===== src/rtl/fifo_rd_ctrl_pkg.sv =====
// -----------------------------------------------------------------------------
// fifo_rd_ctrl_pkg
//  Shared definitions for the async FIFO pointer logic.
//  Holds the default geometry and the Gray/binary conversion helpers.
//  The helpers work on a wide word. Callers zero-extend a pointer into it
//  and size-cast the result back down. This keeps one function usable for
//  any ADDRSIZE.
// -----------------------------------------------------------------------------
package fifo_rd_ctrl_pkg;

   localparam int DEF_DATASIZE  = 8;
   localparam int DEF_ADDRSIZE  = 4;
   localparam int DEF_MEM_DEPTH = 16;
   localparam int DEF_AE_LEVEL  = 2;

   typedef logic [31:0] ptr_wide_t;

   function automatic ptr_wide_t bin2gray(input ptr_wide_t bin);
      return bin ^ (bin >> 1);
   endfunction

   // Each binary bit is the XOR of all Gray bits at or above it.
   function automatic ptr_wide_t gray2bin(input ptr_wide_t gray);
      ptr_wide_t bin;
      bin = gray;
      for (int i = 1; i < 32; i++) begin
         bin = bin ^ (gray >> i);
      end
      return bin;
   endfunction

endpackage


===== src/rtl/fifo_sync_2ff.sv =====
// -----------------------------------------------------------------------------
// fifo_sync_2ff
//  Two-stage flop synchroniser for a Gray-coded pointer crossing clock domains.
//  Only one bit of the pointer changes per step. Sampling it with two flops
//  therefore yields either the old or the new value, never a mix.
//  Ports:
//   i_clk    destination clock
//   i_rst_n  asynchronous active-low reset
//   i_d      asynchronous input word
//   o_q      synchronised output word (two i_clk edges of latency)
// -----------------------------------------------------------------------------
module fifo_sync_2ff #(
   parameter int WIDTH = 5
) (
   input  logic             i_clk,
   input  logic             i_rst_n,
   input  logic [WIDTH-1:0] i_d,
   output logic [WIDTH-1:0] o_q
);

   logic [WIDTH-1:0] meta_q;
   logic [WIDTH-1:0] sync_q;

   always_ff @(posedge i_clk or negedge i_rst_n) begin
      if (!i_rst_n) begin
         meta_q <= '0;
         sync_q <= '0;
      end else begin
         meta_q <= i_d;
         sync_q <= meta_q;
      end
   end

   assign o_q = sync_q;

endmodule


===== src/rtl/fifo_rd_ctrl.sv =====
// -----------------------------------------------------------------------------
// fifo_rd_ctrl
//  Read-domain controller of the async FIFO.
//  - Owns the binary and Gray read pointers and the memory read address.
//  - Synchronises the write Gray pointer into the read clock.
//  - Derives empty, almost-empty and fill count from the synchronised pointer.
//  - Registers the async memory read data into one output stage with a valid strobe.
//  Ports:
//   i_rd_clk, i_rd_rst_n  read clock, async active-low reset
//   i_rd_en               read request
//   i_wr_ptr_gray         write Gray pointer (asynchronous)
//   i_mem_data            memory read data for o_rd_addr
//   o_rd_addr             memory read address
//   o_rd_ptr_gray         registered read Gray pointer to the write domain
//   o_rd_data/o_rd_valid  registered read data and its one-cycle strobe
//   o_empty, o_almost_empty, o_rd_count  registered status
//   o_rd_underflow        one-cycle pulse on a read request while empty
// -----------------------------------------------------------------------------
module fifo_rd_ctrl
   import fifo_rd_ctrl_pkg::*;
#(
   parameter int DATASIZE  = DEF_DATASIZE,
   parameter int ADDRSIZE  = DEF_ADDRSIZE,
   parameter int MEM_DEPTH = DEF_MEM_DEPTH,
   parameter int AE_LEVEL  = DEF_AE_LEVEL
) (
   input  logic                i_rd_clk,
   input  logic                i_rd_rst_n,
   input  logic                i_rd_en,
   input  logic [ADDRSIZE:0]   i_wr_ptr_gray,
   input  logic [DATASIZE-1:0] i_mem_data,
   output logic [ADDRSIZE-1:0] o_rd_addr,
   output logic [ADDRSIZE:0]   o_rd_ptr_gray,
   output logic [DATASIZE-1:0] o_rd_data,
   output logic                o_rd_valid,
   output logic                o_empty,
   output logic                o_almost_empty,
   output logic [ADDRSIZE:0]   o_rd_count,
   output logic                o_rd_underflow
);

   localparam int PTR_W = ADDRSIZE + 1;
   localparam logic [PTR_W-1:0] AE_THRESH = PTR_W'(AE_LEVEL);

   if (MEM_DEPTH != (1 << ADDRSIZE)) begin : g_bad_depth
      $error("fifo_rd_ctrl: MEM_DEPTH must equal 2**ADDRSIZE");
   end

   logic [PTR_W-1:0]    rd_bin_q, rd_bin_d;
   logic [PTR_W-1:0]    rd_gray_q, rd_gray_d;
   logic [PTR_W-1:0]    count_q, count_d;
   logic [DATASIZE-1:0] rd_data_q, rd_data_d;
   logic                rd_valid_q, rd_valid_d;
   logic                empty_q, empty_d;
   logic                ae_q, ae_d;
   logic                underflow_q, underflow_d;
   logic                rd_inc;
   logic [PTR_W-1:0]    wq2;
   logic [PTR_W-1:0]    wq2_bin;

   fifo_sync_2ff #(.WIDTH(PTR_W)) u_wr_ptr_sync (
      .i_clk   (i_rd_clk),
      .i_rst_n (i_rd_rst_n),
      .i_d     (i_wr_ptr_gray),
      .o_q     (wq2)
   );

   always_comb begin
      // NOTE: every signal below gets an unconditional value before any
      // conditional logic, so no path leaves one unassigned and no latch is inferred.
      rd_inc      = i_rd_en & ~empty_q;
      rd_bin_d    = rd_bin_q + PTR_W'(rd_inc);
      rd_gray_d   = PTR_W'(bin2gray(ptr_wide_t'(rd_bin_d)));
      wq2_bin     = PTR_W'(gray2bin(ptr_wide_t'(wq2)));
      rd_data_d   = rd_data_q;
      rd_valid_d  = rd_inc;
      underflow_d = i_rd_en & empty_q;

      if (rd_inc) begin
         rd_data_d = i_mem_data;
      end

      // Flags look ahead to the post-increment pointer. A read that drains
      // the last word raises empty at the same edge.
      empty_d = (rd_gray_d == wq2);
      count_d = wq2_bin - rd_bin_d;
      ae_d    = (count_d <= AE_THRESH);
   end

   always_ff @(posedge i_rd_clk or negedge i_rd_rst_n) begin
      if (!i_rd_rst_n) begin
         rd_bin_q    <= '0;
         rd_gray_q   <= '0;
         count_q     <= '0;
         rd_data_q   <= '0;
         rd_valid_q  <= 1'b0;
         empty_q     <= 1'b1;
         ae_q        <= 1'b1;
         underflow_q <= 1'b0;
      end else begin
         // NOTE: non-blocking assignments make every flop sample pre-edge
         // values, whatever the statement order.
         rd_bin_q    <= rd_bin_d;
         rd_gray_q   <= rd_gray_d;
         count_q     <= count_d;
         rd_data_q   <= rd_data_d;
         rd_valid_q  <= rd_valid_d;
         empty_q     <= empty_d;
         ae_q        <= ae_d;
         underflow_q <= underflow_d;
      end
   end

   assign o_rd_addr      = rd_bin_q[ADDRSIZE-1:0];
   assign o_rd_ptr_gray  = rd_gray_q;
   assign o_rd_data      = rd_data_q;
   assign o_rd_valid     = rd_valid_q;
   assign o_empty        = empty_q;
   assign o_almost_empty = ae_q;
   assign o_rd_count     = count_q;
   assign o_rd_underflow = underflow_q;

endmodule


===== config.mk =====
export PLATFORM = sky130hd
export DESIGN_NAME = fifo_rd_ctrl
export DESIGN_NICKNAME = d
export VERILOG_FILES = /design/src/rtl/fifo_rd_ctrl_pkg.sv /design/src/rtl/fifo_sync_2ff.sv /design/src/rtl/fifo_rd_ctrl.sv
export SDC_FILE = /design/constraint.sdc
export NUM_CORES = 1
export LEC_CHECK = 0
export CORE_MARGIN = 3
export CORE_UTILIZATION = 47
export CTS_BUF_LIST = sky130_fd_sc_hd__clkbuf_8
export CTS_CLUSTER_DIAMETER = 60
export CTS_CLUSTER_SIZE = 30
export DETAILED_ROUTE_END_ITERATION = 10
export GPL_ROUTABILITY_DRIVEN = 0
export PLACE_DENSITY = 0.79
export SETUP_SLACK_MARGIN = 0.15
export SLEW_MARGIN = 25
export SYNTH_ARGS = -nofsm -noshare
export SYNTH_HDL_FRONTEND = slang
export SYNTH_SLANG_ARGS = --single-unit

===== constraint.sdc =====
create_clock -name i_rd_clk -period 3.6 [get_ports i_rd_clk]
set_input_delay 0.54 -clock i_rd_clk [delete_from_list [all_inputs] [get_ports i_rd_clk]]
set_output_delay 0.54 -clock i_rd_clk [all_outputs]
set_load 0.005 [all_outputs]

==> flow_summary.rst <==
.. list-table::
   :header-rows: 1

   * - Metric
     - Value
   * - Number of global-route vias before repair
     - 902
   * - Maximum clock frequency
     - 347.1 MHz
   * - Number of instances in the synthesized netlist
     - 100
   * - Setup violators final
     - 0
   * - Sequential-to-total area share from yosys stat
     - 61.08%
   * - Internal Power
     - 1.208 mW
   * - Number of storage elements in the synthesis netlist
     - 36
   * - Area growth from synthesis to final layout
     - 37.31%
   * - Inserted Clock Buffers
     - 5
   * - Peak supply drop
     - 0.0005176 V
   * - Combinational share of power
     - 49.5%
   * - Switching Fraction
     - 33.31%
   * - DRT iter0 DRCs
     - 10
   * - Final Power
     - 1.812 mW
   * - Number of slew-limit violations in the final report
     - 0
   * - CTS H-tree lvls
     - 2
   * - Count of boundary I/O pins
     - 42
   * - Maximum number of pins on one net before global-route repair
     - 37
   * - Drt first pass iters
     - 3
   * - Via count normalized by instance count
     - 4.605
   * - Number of endpoints with negative hold slack in the final report
     - 0
   * - Count of antenna-violating nets left after detailed routing
     - 0
   * - Gr usage total
     - 15.60%
   * - Port Buffers
     - 41
   * - Clk_lat worst skew
     - 0.29 ns
   * - Max Buffers Root-to-Sink
     - 2
   * - Worst setup SP type
     - input pin
   * - Count of warnings emitted by yosys
     - 0
   * - Number of nets in the synthesized netlist
     - 123
   * - Core area
     - 2877 µm²
   * - Post-Synthesis Mean Instance Area
     - 14.79 µm²
   * - Minimum clock period
     - 2.881 ns
   * - Signal arrival time at the worst endpoint
     - 3.07 ns
   * - Leakage power
     - 0.8947 nW
   * - Number of sinks handled by clock tree synthesis
     - 36
   * - Area taken by multi-input logic gates
     - 530.5 µm²
   * - Number of instances resized during post-cts repair
     - 0
   * - Crit Path Category
     - in -> reg
   * - Result of the run
     - complete, no violations
   * - Number of fill cells
     - 218
   * - Clock network fraction of total power
     - 15.9%
   * - DRC violations left
     - 0
   * - Hold buffer count at cts
     - 0
   * - Clock Skew
     - 0.006112 ns
   * - Number of distinct library cells after synthesis
     - 25
   * - Total die area
     - 3856 µm²
   * - Initial cell density of the core
     - 51.41%
   * - Post-detailed-placement half-perimeter wirelength
     - 1.910 mm
   * - Data required time at the worst endpoint
     - 3.79 ns
   * - Portion of total power attributed to sequential cells
     - 34.6%
   * - Total negative slack for setup checks
     - 0 ns
   * - Unrepaired setup endpoints after global routing
     - no
   * - Flip-flop and latch area
     - 903.4 µm²
   * - Antenna violations before repair
     - 0
   * - Nature of the critical path endpoint
     - flop
   * - First-pass GRT wire length
     - 4.126 mm
   * - Path type of the worst min-delay path
     - reg -> reg
   * - Max-cap violation count
     - 0
   * - Clock tree from TritonCTS
     - done
   * - Pwr/cell area
     - 892.1 nW/µm²
   * - Most common flop cell mapped by yosys
     - dfrtp_1
   * - Max Fanout on Critical Path
     - 5
   * - Proportion of synthesized flip-flops having asynchronous set or reset
     - 100.0%
   * - WL/cell
     - 13.07 µm
   * - Number of flops mapped to enable cells by yosys
     - 0
   * - Via count of the routed design
     - 875
   * - Clock slew seen by the registers of the worst setup and hold paths
     - 0.07 ns
   * - Y dimension of the die
     - 62.10 µm
   * - Reported net switching power
     - 0.6033 mW
   * - Net total in the final layout
     - 170
   * - Detailed Route WL
     - 2.483 mm
   * - Post-route clock period utilization
     - 80.02%
   * - Final global-route overflow total
     - 0
   * - Number of buffers inserted by post-CTS setup repair
     - 0
   * - Relative max-transition margin
     - 69.99%
   * - Share of layout cells above drive strength 1
     - 14.86%
   * - Area of the mapped netlist
     - 1479 µm²
   * - Antenna Diode Count
     - 0
   * - Die width
     - 62.10 µm
   * - Worst slew pin tran
     - 0.4469 ns
   * - Root buffer cell
     - clkbuf_8
   * - Standard-cell rows
     - 19
==> Yosys cell counts, types with 2 or more instances <==
| cell | n | area share [%] |
|---|---|---|
| ha_1 | 6 | 5.1 |
| xor2_1 | 6 | 3.6 |
| nand3_1 | 2 | 0.68 |
| mux2_2 | 8 | 6.1 |
| xnor2_1 | 15 | 8.9 |
| dfrtp_1 | 34 | 58 |
| dfstp_2 | 2 | 3.6 |
| a21oi_1 | 2 | 0.68 |
| inv_1 | 7 | 1.8 |
| buf_4 | 2 | 1.0 |
| a21o_1 | 2 | 1.0 |
==> power by group through the flow <==
stage	Clock (mW)	Combinational (mW)	Sequential [mW]
finish	0.287	0.897	0.627
global route	0.318	0.999	0.646
CTS	0.296	0.913	0.629
detailed placement	0	0.908	0.637
global placement	0	0.882	0.629
floorplan	0	0.550	0.625
==> critical path, cell delays in order <==
cell	delay [ns]
clkdlybuf4s50_1	0.47
nand2b_1	0.07
inv_1	0.10
ha_1	0.27
nand3_1	0.12
xor2_1	0.31
ha_1	0.33
a21o_1	0.19
a31oi_1	0.19
xnor2_1	0.14
a2111oi_2	0.34
==> sequential cells by signal, indices dropped and copies added (netlist names) <==
| signal | count |
|---|---|
| o_rd_data | 8 |
| o_rd_count | 5 |
| rd_bin_q | 5 |
| u_wr_ptr_sync.meta_q | 5 |
| u_wr_ptr_sync.o_q | 5 |
| o_rd_ptr_gray | 4 |
| o_almost_empty | 1 |
| o_empty | 1 |
| o_rd_underflow | 1 |
| o_rd_valid | 1 |
==> layout make-up <==
type / count / share of cell area, %
Clock inverter: 2 / 0.4929
Inverter: 7 / 1.294
Tap cell: 42 / 2.588
Timing Repair Buffer: 43 / 20.95
Multi-Input combinational cell: 54 / 26.12
Sequential cell: 36 / 44.49
Clock buffer: 6 / 4.067
==> cell usage in the layout, fill, tap and decap left out, drive strengths merged, types with 2 or more instances in the layout <==
master	count
clkdlybuf4s50	41
nand3	2
clkinv	2
buf	2
xor2	6
ha	6
mux2	8
inv	7
dfstp	2
dfrtp	34
a21oi	2
clkbuf	6
a21o	2
xnor2	15
xor3	2
==> layer usage <==
metal / global-route usage [%] / vias up / routed length (µm)
li1: - / 426 / -
met1: 18.07 / 422 / 1012
met2: 24.70 / 20 / 1281
met3: 7.025 / 7 / 138
met4: 7.273 / 0 / 51
met5: 0 / - / 0
==> stage by stage <==
stage          util [%]  hold slack (ns)  cell area (µm²)  cells  worst slack [ns]
2_1_floorplan         -           0.2444             1479    100            0.8088
3_3_place_gp      67.38           0.3311             1938    182            0.5794
3_5_place_dp      67.38           0.3355             1938    182            0.4322
4_1_cts           70.60           0.3513             2031    190            0.6996
5_1_grt           70.60           0.3558             2031    190            0.4740
6_report          70.60           0.3496             2031    190            0.7194
==> kinds of logic after synthesis <==
logic type,Yosys count,synth area share [%]
buffers and inverters,10,3.045
multiplexers,8,6.092
AO/OA/AOI/OAI,7,3.722
XOR/XNOR,23,15.74
adder cells (fa/ha/maj),7,6.430
AND/OR/NAND/NOR,9,3.893
flip-flops,36,61.08
==> worst paths after layout <==
kind	from	to	slack, ns	cells past startpoint
max	i_rd_en	o_almost_empty	0.72	11
min	u_wr_ptr_sync.meta_q[3]	u_wr_ptr_sync.o_q[3]	0.35	0
max reg2reg	u_wr_ptr_sync.o_q[4]	o_almost_empty	0.72	9
min reg2reg	u_wr_ptr_sync.meta_q[3]	u_wr_ptr_sync.o_q[3]	0.35	0
max in group asynchronous	i_rd_rst_n	o_almost_empty	2.61	2
min in group asynchronous	i_rd_rst_n	o_rd_count[2]	0.66	2
No activity file was read; power rests on OpenSTA's default activity.
